### config.mk
export PLATFORM = sky130hd
export DESIGN_NAME = branch_pattern_table
export DESIGN_NICKNAME = d
export VERILOG_FILES = /design/src/rtl/branch_pattern_table_pkg.sv /design/src/rtl/branch_pattern_table_sat_counter.sv /design/src/rtl/branch_pattern_table.sv
export SDC_FILE = /design/constraint.sdc
export NUM_CORES = 1
export LEC_CHECK = 0
export CELL_PAD_IN_SITES_DETAIL_PLACEMENT = 0
export CELL_PAD_IN_SITES_GLOBAL_PLACEMENT = 1
export CORE_MARGIN = 5
export CORE_UTILIZATION = 50
export CTS_BUF_LIST = sky130_fd_sc_hd__clkbuf_8 sky130_fd_sc_hd__clkbuf_16
export DETAILED_ROUTE_END_ITERATION = 10
export MAX_ROUTING_LAYER = met4
export PLACE_DENSITY = 0.83
export SYNTH_ARGS = -nofsm -noshare
export SYNTH_HDL_FRONTEND = slang
export SYNTH_HIERARCHICAL = 1
export SYNTH_SLANG_ARGS = --single-unit
### constraint.sdc
create_clock -name clk -period 8.1 [get_ports clk]
set_input_delay 1.215 -clock clk [delete_from_list [all_inputs] [get_ports clk]]
set_output_delay 1.215 -clock clk [all_outputs]
set_load 0.05 [all_outputs]
### src/rtl/branch_pattern_table_pkg.sv
// Shared types and defaults for the branch pattern table.
// Holds the FSM state encoding and the default counter width.
package bp_pkg;

   typedef enum logic {
      INIT = 1'b0,
      RUN  = 1'b1
   } bp_state_e;

   localparam int CTR_W_DEF = 2;

endpackage

### src/rtl/branch_pattern_table_sat_counter.sv
// Saturating up/down counter step: the only place the saturation rule lives.
// Purely combinational: taken counts up to all-ones, not-taken counts down to zero.
module sat_counter #(
   parameter int CTR_W = 2
) (
   input  logic [CTR_W-1:0] cur,
   input  logic             taken,
   output logic [CTR_W-1:0] nxt
);

   localparam logic [CTR_W-1:0] CTR_MAX = '1;
   localparam logic [CTR_W-1:0] CTR_MIN = '0;

   always_comb begin
      // NOTE: default first so every path assigns nxt; otherwise a latch is inferred.
      nxt = cur;
      if (taken) begin
         if (cur != CTR_MAX) nxt = cur + CTR_W'(1);
      end else begin
         if (cur != CTR_MIN) nxt = cur - CTR_W'(1);
      end
   end

endmodule

### src/rtl/branch_pattern_table.sv
// Table of saturating branch-direction counters with a one-entry-per-cycle init sweep,
// registered lookup results and same-cycle update-to-lookup bypass.
module branch_pattern_table
   import bp_pkg::*;
#(
   parameter int   CTR_W    = CTR_W_DEF,
   parameter int   ENTRIES  = 256,
   parameter int   INIT_VAL = 2**(CTR_W-1)-1,
   localparam int  IDX_W    = $clog2(ENTRIES)
) (
   input  logic             clk,
   input  logic             rst,
   input  logic             flush,
   output logic             ready,
   input  logic             lk_valid,
   input  logic [IDX_W-1:0] lk_idx,
   output logic             pred_valid,
   output logic             pred_taken,
   output logic [CTR_W-1:0] pred_ctr,
   input  logic             upd_valid,
   input  logic [IDX_W-1:0] upd_idx,
   input  logic             upd_taken
);

   localparam logic [CTR_W-1:0] INIT_CTR = CTR_W'(INIT_VAL);
   localparam logic [IDX_W-1:0] LAST_IDX = IDX_W'(ENTRIES-1);

   bp_state_e        state_q;
   logic [IDX_W-1:0] sweep_q;
   logic             ready_q;
   logic             pred_valid_q;
   logic             pred_taken_q;
   logic [CTR_W-1:0] pred_ctr_q;
   logic [CTR_W-1:0] pred_ctr_d;

   logic [CTR_W-1:0] table_q [ENTRIES];

   logic             lk_acc;
   logic             upd_acc;
   logic             sweep_wr;
   logic [CTR_W-1:0] upd_cur;
   logic [CTR_W-1:0] upd_nxt;

   assign lk_acc   = lk_valid && ready_q;
   assign upd_acc  = upd_valid && ready_q && !flush;
   assign sweep_wr = (state_q == INIT) && !flush;
   assign upd_cur  = table_q[upd_idx];

   sat_counter #(.CTR_W(CTR_W)) u_sat (
      .cur   (upd_cur),
      .taken (upd_taken),
      .nxt   (upd_nxt)
   );

   // A lookup hitting the entry being updated sees the post-update value.
   assign pred_ctr_d = (upd_acc && (upd_idx == lk_idx)) ? upd_nxt : table_q[lk_idx];

   always_ff @(posedge clk or negedge rst) begin
      if (!rst) begin
         state_q      <= INIT;
         sweep_q      <= '0;
         ready_q      <= 1'b0;
         pred_valid_q <= 1'b0;
         pred_taken_q <= 1'b0;
         pred_ctr_q   <= '0;
      end else begin
         // NOTE: non-blocking assignments so every register samples pre-edge values.
         pred_valid_q <= lk_acc;
         if (lk_acc) begin
            pred_ctr_q   <= pred_ctr_d;
            pred_taken_q <= pred_ctr_d[CTR_W-1];
         end
         case (state_q)
            INIT: begin
               if (flush) begin
                  sweep_q <= '0;
               end else if (sweep_q == LAST_IDX) begin
                  state_q <= RUN;
                  ready_q <= 1'b1;
                  sweep_q <= '0;
               end else begin
                  sweep_q <= sweep_q + IDX_W'(1);
               end
            end
            RUN: begin
               if (flush) begin
                  state_q <= INIT;
                  ready_q <= 1'b0;
                  sweep_q <= '0;
               end
            end
            default: begin
               state_q <= INIT;
               ready_q <= 1'b0;
               sweep_q <= '0;
            end
         endcase
      end
   end

   // NOTE: storage has no reset; the init sweep defines every entry before first use.
   always_ff @(posedge clk) begin
      if (sweep_wr) begin
         table_q[sweep_q] <= INIT_CTR;
      end else if (upd_acc) begin
         table_q[upd_idx] <= upd_nxt;
      end
   end

   assign ready      = ready_q;
   assign pred_valid = pred_valid_q;
   assign pred_taken = pred_taken_q;
   assign pred_ctr   = pred_ctr_q;

endmodule

# [Yosys cells after proc, flatten, opt, wreduce, memory -nomap -nowiden]
# Memories as Yosys holds them, arrays and structs flattened.
# Index checks and enable logic that the tools add are counted.
[classes] eq_ne=6 addsub=3 n_mul=0 n_reduce_logical=9 n_div=0 n_shift=0 n_bitwise=1 magnitude_cmp=0 mux=24
[ops] operator="8-bit two-way mux" n=4
[ops] operator="8-bit case mux with 2 select lines" n=1
[ops] operator="1-bit two-way mux" n=12
[ops] operator="2-bit two-way mux" n=5
[ops] operator="8-bit by 1-bit adder with 8-bit output (second input constant)" n=1
[ops] operator="8-bit == test" n=1
[ops] operator="8-bit == test (second input constant)" n=1
[ops] operator="2-bit != test (second input constant)" n=3
[ops] operator="1-bit logical AND" n=5
[ops] operator="1-bit case mux with 2 select lines" n=2
[ops] operator="3-bit AND reduction" n=1
[ops] operator="2-bit by 1-bit adder with 2-bit output (second input constant)" n=1
[ops] operator="2-bit by 1-bit != test with 1-bit output (second input constant)" n=1
[ops] operator="2-bit nonzero test" n=1
[ops] operator="2-bit OR reduction" n=1
[ops] operator="2-bit by 1-bit subtractor with 2-bit output (second input constant)" n=1
[ops] operator="1-bit logical NOT" n=1
[ops] operator="1-bit inverter" n=1
[word_totals] memories=1 ramBits=512 elab_cells=50 reg_bits=14 output_inout_bits=5 rom_bits=0 latchBits=0
[mem_list] name="table_q" depth=256 word_bits=2 read_ports=2 rd_ports_with_merged_regs=0 write_ports=1 line_no="branch_pattern_table.sv:36" text="logic [CTR_W-1:0] table_q [ENTRIES];"

# [Logic depth before layout (Yosys ltp)]
# Gate-level depths: netlist (run 1).
[logic_depth] depth_word=7 ltp_mapped=13

# [Hierarchy]
# The synthesis (run 1) kept the hierarchy.
[modules_own_cells] mod="branch_pattern_table" cells_per_inst=1587 seq_area_each_um2=15700.1 area_per_inst_um2=26025.0 n_inst=1
[modules_own_cells] mod="sat_counter" cells_per_inst=3 seq_area_each_um2=0.0 area_per_inst_um2=26.3 n_inst=1

# [Worst setup path after synthesis (run 1)]
# No wires, ideal clock.
[synth_timing] path_kind="input to register" startpoint="input port upd_idx[1]" endpoint="memory table_q[0][0] (data pin)" arrival_ns=7.257 slack_ns=-0.057 required_time_ns=7.199 path_stages=11 path_buffers=3 cell_sequence="buf_2 -> clkbuf_1 -> buf_1 -> mux4_2 -> mux4_2 -> a221oi_1 -> nor3_1 -> or4_1 -> inv_1 -> maj3_2 -> nand2b_1"
[synth_between] elab_chain_len=5
[synth_lines] item="start: declaration" line_no="branch_pattern_table.sv:21" text="input logic [IDX_W-1:0] upd_idx,"
[synth_lines] item="memory 256 x 2 bit (*)"
[synth_lines] item="net upd_cur[0]" line_no="branch_pattern_table.sv:41" text="logic [CTR_W-1:0] upd_cur;"
[synth_lines] item="2-bit by 1-bit subtractor with 2-bit output, or another cell as far along" line_no="branch_pattern_table_sat_counter.sv:20" text="if (cur != CTR_MIN) nxt = cur - CTR_W'(1);"
[synth_lines] item="2-bit two-way mux, on equally long branches" line_no="branch_pattern_table_sat_counter.sv:20, branch_pattern_table_sat_counter.sv:18"
[synth_lines] item="2-bit two-way mux (*)" line_no="branch_pattern_table_sat_counter.sv:17" text="if (taken) begin"
[synth_lines] item="net upd_nxt[0]" line_no="branch_pattern_table.sv:42" text="logic [CTR_W-1:0] upd_nxt;"
[synth_lines] item="2-bit two-way mux (no source line) (*)"
[synth_lines] item="end: declaration" line_no="branch_pattern_table.sv:36"
# Mark *: on every way through the listed nets, which the timed path passes. The rest lies on a longest branch.

# [Worst setup path after layout (run 1)]
[layout_timing] startpoint="input port upd_idx[0]" endpoint="memory table_q[204][0] (data pin)"
# The elaborated chain is that of the path after synthesis.

==> results.tsv, run 1 <==
metric	value	unit
start_util	0.506	
ios	27	
synth_xor_area_frac	0.00403	
synth_fa_ha_area_frac	0.00134	
powerDensity	199	nW/um^2
crit_fanout	117	
ys_warn_count	6	
wl_per_cell	30.8	um
critical_path_class	in2reg	
setup_tns	0	ps
synth_area_per_cell	16.4	um^2
die_h	238	um
cts_tree	built	
clock_sinks	525	
vdd_ir_drop_max	193	uV
numPortBuffers	26	
synth-compound-area-share	0.0310	
place_hpwl	45.4	mm
tightestPinTransition	1380	ps
clock.fmax	0.169	GHz
yosys.area_share.simple	0.0808	
cp.required	8450	ps
cts_buffer_depth	3	
syn_nets	1613	
initialDrtViolationCount	2257	
post_cts.repair.setup_buffers	0	
dieArea	56800	um^2
syn_area	26100	um^2
finalHoldViolations	0	
cts_resized	0	
fin_crit_sh	0.731	
drt-pass1-iter-count	5	
rows	83	
drc	0	
diodes	0	
maxSlewViolCount	0	
crit_path_start_kind	input pin	
async_flop_share	0.0248	
avgViaCountPerCell	7.00	
ant_nets	0	
htreeDepth	2	
synth_edf_count	512	
synth_top_area_cell	edfxtp_1	
worstSetupEndpointType	register	
max-slew-margin-rel	0.0741	
ys.flop_type	edfxtp_1	
yosysSeqAreaShare	0.603	
grt_setup_unrepaired	no	
synth_top_area_share	0.590	
synthCells	1590	
coreArea	51500	um^2
total_power	5.67	mW
finalCriticalPeriod	5920	ps
grt_max_degree	126	
track_usage	0.256	
hp-class	reg2reg	
final_util	0.553	
setup_viol	0	
p_leak	9.87	nW
clk_latency	610	ps
nets	1594	
vias	16100	
cts_hold_buf	0	
drv_cap	0	
synth_seq_cells	525	
synth_common_cells	512 x edfxtp_1, 278 x mux4_2, 275 x nor2_1	
synth_mux_area_frac	0.255	
die_w	238	um
root_buffer	clkbuf_16	
synth_cell_type_count	50	
grt_pass1_wl	105	mm
final_layout_size_suffix_gt1_frac	0.257	
synth.most_common_cell	edfxtp_1	
antenna_found_initial	0	
syn_to_final_growth	9.26	%
cts_buffers	54	
grt_overflow_total	0	
grt_pass1_vias	16100	
status	complete, no violations	
synth_area_leaders	edfxtp_1 59%, mux4_2 24%, nor2_1 4.0%	
whs	565	ps
clk_pin_slew_worst_paths	60	ps
synth_top_family_by_area	multiplexers	
drt_wl_total	70.6	mm
arrival	6270	ps
gp_congestion	0.939	
fin_worst_skew	25.7	ps
==> metal layers <==
layer	wire length, um	vias to the layer above	track usage
li1	-	6436	-
met2	33200	1123	0.386
met3	8320	201	0.0531
met5	0	-	-
met1	26200	8307	0.354
met4	2880	0	0.0877
==> critical path, stage by stage <==
cell and delay, ps:
clkbuf_8 520, buf_4 630, mux4_2 580, mux4_2 540
a22oi_1 210, a21oi_1 130, or4_1 580, inv_1 100
maj3_2 190, nand2b_4 920, buf_4 560
==> per-stage QoR <==
stage | area (um^2) | worst slack, ps | instances
global placement | 26800 | 1540 | 2195
CTS | 28500 | 2070 | 2295
detailed placement | 26800 | 1430 | 2195
floorplan | 26100 | 903 | 1590
global route | 28500 | 1760 | 2295
finish | 28500 | 2180 | 2295
==> logic make-up (layout without fill, tap and decap cells) <==
| logic type | after synthesis | count (layout) |
|---|---|---|
| multiplexers | 314 | 314 |
| adder cells (fa/ha/maj) | 3 | 3 |
| flip-flops | 525 | 525 |
| AO/OA/AOI/OAI | 118 | 118 |
| XOR/XNOR | 12 | 12 |
| buffers and inverters | 137 | 162 |
| AND/OR/NAND/NOR | 481 | 481 |
==> sequential cells by signal, summed over array words and instances, names as in the netlist <==
name and flops:
sweep_q 8, ready 1, pred_taken 1, state_q 1, pred_valid 1, table_q 512, pred_ctr 1
==> area by class of cell <==
| type | count | area, um^2 |
|---|---|---|
| clock buffers | 55 | 1380 |
| clock inverters | 45 | 317 |
| fillers | 4031 | 23000 |
| inverters | 6 | 22.5 |
| multi-input cells | 928 | 9690 |
| flip-flops and latches | 525 | 15700 |
| well taps | 680 | 851 |
| repair buffers | 56 | 504 |
==> report_power, final <==
group	leakage (nW)	switching (mW)	internal, mW
clock	0.825	1.07	1.33
combinational	3.03	0.203	0.120
sequential	6.01	0.00797	2.94
==> layout by cell type (no fill, tap or decap), types with 7 or more instances in the layout <==
cell | Yosys | routed
nand2b_1 | 9 | 8
o22ai_1 | 24 | 24
xor2_1 | 7 | 7
o21ai_0 | 13 | 13
mux4_2 | 278 | 278
or3_1 | 8 | 8
nor2b_1 | 11 | 11
inv_1 | 6 | 13
buf_4 | 18 | 30
nor2_1 | 275 | 275
edfxtp_1 | 512 | 512
a22oi_1 | 17 | 17
clkbuf_16 | 0 | 55
clkdlybuf4s50_1 | 0 | 19
a21oi_1 | 15 | 15
clkinv_1 | 0 | 9
mux2_2 | 7 | 7
mux2i_1 | 29 | 29
clkinv_2 | 0 | 12
nor4_1 | 8 | 8
nor3_1 | 7 | 7
dfrtp_1 | 13 | 13
nand2_1 | 79 | 79
clkinvlp_4 | 0 | 13
o221ai_1 | 11 | 11
nand3_1 | 41 | 41
o31ai_1 | 9 | 9
nand3b_1 | 19 | 19
==> final timing paths <==
check                               start               to  slack, ps  cells after the start
max                            upd_idx[0]  table_q[204][0]       2180                     11
min                               state_q            ready        570                      1
max reg2reg                table_q[54][0]  table_q[204][0]       3330                     10
min reg2reg                       state_q            ready        570                      1
max in group asynchronous             rst       sweep_q[5]       6610                      1
min in group asynchronous             rst            ready       1030                      1
(Power assumes the default switching activity.)
==> run 2, diff against run 1 <==
==> constraint.sdc (replaced) <==
create_clock -name clk -period 5.7 [get_ports clk]
set_input_delay 0.855 -clock clk [delete_from_list [all_inputs] [get_ports clk]]
set_output_delay 0.855 -clock clk [all_outputs]
set_load 0.05 [all_outputs]
==> run 2 against run 1 <==
Net effect: sequential power increased by 42%; final cell count rose by 1.2%; critical path depth unchanged; combinational power is 49% higher; critical path type unchanged; critical endpoint is now table_q[177][0]; largest cell class unchanged.
==> results.tsv, run 2 (synthesis results as in run 1) <==
metric	value	unit	change
grt_max_degree	181		+44%
drc	0		unchanged
cts_resized	0		unchanged
whs	645	ps	+79.7 ps
cp.required	6030	ps	-2420 ps
gp_congestion	0.915		-2.5%
clk_latency	640	ps	+30 ps
status	complete, no violations		
ios	27		unchanged
dieArea	56800	um^2	unchanged
p_leak	10.1	nW	+2.5%
cp_common_cell	mux4_2		
fin_crit_sh	0.801		
cts_buffer_depth	3		unchanged
mostFrequentLayoutCells	512 x edfxtp_1, 278 x mux4_2, 275 x nor2_1		
syn_to_final_growth	11.2	%	
vdd_ir_drop_max	249	uV	+29%
hold_depth	2		+1
slowest_delay	560	ps	-360 ps
drt-pass1-iter-count	6		+1
grt_overflow_total	0		unchanged
hp-start	ready		
setup_viol	0		unchanged
drv_cap	0		unchanged
place_hpwl	47.2	mm	+4.0%
max-slew-margin-rel	0.106		+0.0323
finalCriticalPeriod	4560	ps	
rows	83		unchanged
setup_slack	1140	ps	-1040 ps
final_cell_count_no_fill	2323		+1.2%
antenna_found_initial	3		+3
maxSlewViolCount	0		unchanged
crit_buf_inv	4		unchanged
wl_per_cell	30.6	um	-0.47%
critical_path_class	in2reg		
slowest_stage	clkbuf_8		
initialDrtViolationCount	2223		-1.5%
start_util	0.506		unchanged
cts_hold_buf	0		unchanged
hp-class	reg2reg		
grt_pass1_vias	16200		+0.13%
largest_reg_flops	512		unchanged
die_h	238	um	unchanged
top_register	table_q		
path_cells	clkbuf_8 > buf_4 > mux4_2 > mux4_2 > a221oi_1 > nor3_1 > or4_1 > inv_1 > maj3_2 > nand2b_4 > buf_12		
dp_slack	533	ps	-899 ps
dp.cells	2217		+1.0%
post_cts.repair.setup_buffers	0		unchanged
worstSetupEndpointType	register		
clock.fmax	0.219	GHz	
cp_top_family	buffers and inverters		
vias	15900		-1.0%
arrival	4890	ps	-1380 ps
final_common_cell	edfxtp_1		
crit_path_start_kind	input pin		
grt_setup_unrepaired	no		
coreArea	51500	um^2	unchanged
ant_nets	0		unchanged
clk_pin_slew_worst_paths	70	ps	about the same
worstSetupPathDepth	11		unchanged
grt_pass1_wl	104	mm	-0.89%
final_layout_size_suffix_gt1_frac	0.270		+0.0133
cts_buffers	54		unchanged
setup_tns	0	ps	unchanged
tightestPinTransition	1340	ps	-41.6 ps
fin_worst_skew	47.7	ps	+21.9 ps
reg2reg_from	table_q[55][0]		
cts_tree	built		
drt_wl_total	71.2	mm	+0.74%
nets	1616		+1.4%
avgViaCountPerCell	6.85		-2.2%
htreeDepth	2		unchanged
crit_fanout	126		+7.7%
numPortBuffers	26		unchanged
finalHoldViolations	0		unchanged
worstSetupStartpoint	upd_idx[0]		
track_usage	0.257		+0.000897
die_w	238	um	unchanged
powerDensity	292	nW/um^2	+47%
clock_sinks	525		unchanged
reg_top3	table_q x512, sweep_q x8		
root_buffer	clkbuf_16		
final_util	0.562		+0.00967
r2r_cells	10		unchanged
run 2: changes by cell type in the layout (fill, tap and decap cells not counted), sizes merged:
cell / before / now
buf: 35 / 57
bufinv: 3 / 10
clkbuf: 57 / 60
clkinv: 21 / 18
clkinvlp: 13 / 8
diode: 0 / 4
run 2: per-stage QoR:
| step | total power, mW | area [um^2] |
|---|---|---|
| 2_1_floorplan | 4.58 | 26100 |
| 3_3_place_gp | 4.74 | 27000 |
| 3_5_place_dp | 4.74 | 27000 |
| 4_1_cts | 8.51 | 29000 |
| 5_1_grt | 8.70 | 29000 |
| 6_report | 8.46 | 29000 |
run 2: area by class of cell:
class | instances | area [um^2]
fillers | 3966 | 22500
repair buffers | 78 | 744
clock buffers | 58 | 1410
well taps | 680 | 851
diodes | 4 | 10.0
inverters | 6 | 22.5
multi-input cells | 928 | 9690
clock inverters | 44 | 534
flip-flops and latches | 525 | 15700
run 2: routing by layer:
layer | vias to the layer above | global-route usage | share of wire
met4 | 0 | 0.105 | 0.045
met2 | 1089 | 0.398 | 0.48
li1 | 6478 | - | -
met3 | 182 | 0.0611 | 0.12
met5 | - | - | 0
met1 | 8154 | 0.331 | 0.36
run 2: worst paths after layout:
| check | end | slack [ps] |
|---|---|---|
| worst min-delay path | ready | 640 |
| worst max-delay path | table_q[177][0] | 1140 |
| min in group asynchronous | ready | 660 |
| worst min register to register | ready | 640 |
| max in group asynchronous | pred_ctr[0] | 4550 |
| worst max register to register | table_q[177][0] | 1830 |
run 2: worst min-delay path: stages, from the launching register on:
cell and delay [ps]:
dfrtp_1 440, inv_1 80, o22ai_1 80
run 2: power by group:
| group | total, mW | switching, mW | internal [mW] |
|---|---|---|---|
| Sequential | 4.19 | 0.0108 | 4.18 |
| Combinational | 0.481 | 0.301 | 0.180 |
| Clock | 3.79 | 1.54 | 2.25 |
==> run 3, diff against run 2 <==
--- a/config.mk
+++ b/config.mk
@@ -12,7 +12,7 @@
 export CTS_BUF_LIST = sky130_fd_sc_hd__clkbuf_8 sky130_fd_sc_hd__clkbuf_16
 export DETAILED_ROUTE_END_ITERATION = 10
 export MAX_ROUTING_LAYER = met4
-export PLACE_DENSITY = 0.83
+export PLACE_DENSITY = 0.86
 export SYNTH_ARGS = -nofsm -noshare
 export SYNTH_HDL_FRONTEND = slang
 export SYNTH_HIERARCHICAL = 1
==> constraint.sdc (replaced) <==
create_clock -name clk -period 4.05 [get_ports clk]
set_input_delay 0.6075 -clock clk [delete_from_list [all_inputs] [get_ports clk]]
set_output_delay 0.6075 -clock clk [all_outputs]
set_load 0.05 [all_outputs]
==> run 3 against run 2 <==
Net effect: first-iteration DRC count fell by 5.0%; highest routed layer unchanged; sequential share of layout area fell by 1.1 points; cell area rose by 2.1%; power rose by 36%; count of clock-buffer cells in the layout fell by 4; critical endpoint is now table_q[147][0].
==> results.tsv, run 3 (synthesis results as in run 1) <==
metric	value	unit	change
use_met1	0.340		+0.00823
dp_slack	-359	ps	-892 ps
drt_wl_total	72.9	mm	+2.5%
hp-class	in2async		
pwr-share-seq	0.510		+0.015
final_common_cell	edfxtp_1		
grt_overflow_total	0		unchanged
drc	0		unchanged
status	complete, no violations		
reg2reg_from	table_q[51][1]		
power_switching_share	0.220		+0.00116
slowest_stage	or4_1		
cp.required	4370	ps	-1660 ps
track_usage	0.263		+0.00592
crit_fanout	60		-52%
cts_buffer_depth	3		unchanged
drv_cap	0		unchanged
arrival	4160	ps	-730 ps
reg_top3	table_q x512, sweep_q x8		
vdd_ir_drop_max	322	uV	+30%
worstSetupEndpointType	register		
numPortBuffers	26		unchanged
final_layout_size_suffix_gt1_frac	0.299		+0.0284
maxSlewViolCount	0		unchanged
setup_viol	0		unchanged
top_register	table_q		
total_power	11.5	mW	+36%
p_clk_frac	0.425		-0.023
largest_reg_flops	512		unchanged
finalHoldViolations	0		unchanged
ios	27		unchanged
place_hpwl	49.3	mm	+4.5%
die_w	238	um	unchanged
vias	16700		+5.1%
multiInputGateArea	9690	um^2	unchanged
tightestPinTransition	915	ps	-420 ps
critical_path_class	in2reg		
slowest_delay	600	ps	+40 ps
cts_buffers	51		-5.6%
grt_pass1_wl	108	mm	+3.5%
coreArea	51500	um^2	unchanged
p_sw	2.54	mW	+37%
powerDensity	390	nW/um^2	+34%
fin_crit_sh	0.949		
dieArea	56800	um^2	unchanged
avgViaCountPerCell	6.99		+2.1%
cts_resized	0		unchanged
clk_latency	620	ps	-20 ps
ant_nets	0		unchanged
path_cells	clkbuf_8 > buf_12 > mux4_2 > mux4_2 > a22oi_1 > a21oi_1 > or4_1 > maj3_2 > nand2b_4 > buf_12		
fin_worst_skew	23.5	ps	-24.2 ps
whs	433	ps	-212 ps
p_comb_frac	0.065		+0.008
cp_top_family	multiplexers		
clk_pin_slew_worst_paths	70	ps	about the same
regArea	15700	um^2	unchanged
p_int	9.00	mW	+36%
worstSetupStartpoint	upd_idx[0]		
diodes	0		-4
antenna_found_initial	0		-3
grt_busiest_layer	met2		
initialDrtViolationCount	2112		-5.0%
p_leak	10.5	nW	+3.6%
crit_path_start_kind	input pin		
grt_pass1_vias	17000		+5.0%
post_cts.repair.setup_buffers	0		unchanged
gp_congestion	0.943		+3.0%
met3_usage	0.0569		-0.00428
max-slew-margin-rel	0.388		+0.282
syn_to_final_growth	13.5	%	
clock_sinks	525		unchanged
finalCriticalPeriod	3840	ps	
crit_buf_inv	3		-1
start_util	0.506		unchanged
drt-pass1-iter-count	5		-1
die_h	238	um	unchanged
grt_setup_unrepaired	no		
n_fill_cell	3833		-3.4%
root_buffer	clkbuf_16		
setup_slack	205	ps	-931 ps
nets	1694		+4.8%
wl_per_cell	30.5	um	-0.45%
clock.fmax	0.260	GHz	
met2_usage	0.411		+0.0131
rows	83		unchanged
mostFrequentLayoutCells	512 x edfxtp_1, 278 x mux4_2, 275 x nor2_1		
htreeDepth	2		unchanged
cts_tree	built		
grt_max_degree	82		-55%
cts_hold_buf	0		unchanged
## run 3: worst paths after layout
path	cells past startpoint	slack (ps)	to
max	10	210	table_q[147][0]
min	1	430	pred_taken
max reg2reg	9	360	table_q[147][0]
min reg2reg	2	560	pred_ctr[0]
max in group asynchronous	1	3130	state_q
min in group clk	2	560	pred_ctr[0]
## run 3: layout make-up
cell class | count | share of cell area
Clock buffer | 54 | 0.0449
Clock inverter | 39 | 0.0131
Inverter | 6 | 0.000762
Multi-Input combinational cell | 928 | 0.328
Sequential cell | 525 | 0.531
Tap cell | 680 | 0.0288
Timing Repair Buffer | 159 | 0.0538
## run 3: metrics by stage
step                setup TNS [ps]  utilization  cells  instance area, um^2
finish                           0        0.574   2391                29600
global route                     0        0.574   2391                29600
CTS                              0        0.574   2391                29600
detailed placement         -150950        0.541   2298                27900
global placement           -152030        0.541   2298                27900
floorplan                   -95470            -   1590                26200
## run 3: power groups by stage
stage | logic, mW | clock network [mW] | registers [mW]
floorplan | 0.457 | 0 | 6.01
global placement | 0.725 | 0 | 6.00
detailed placement | 0.734 | 0 | 6.00
CTS | 0.738 | 4.95 | 5.89
global route | 0.777 | 5.19 | 5.89
finish | 0.748 | 4.91 | 5.89
## run 3: metal layers
metal  part of all wire  routed length [um]
met5                  0                   0
met4              0.049                3550
met3               0.12                8430
met2               0.48               35100
met1               0.36               25900
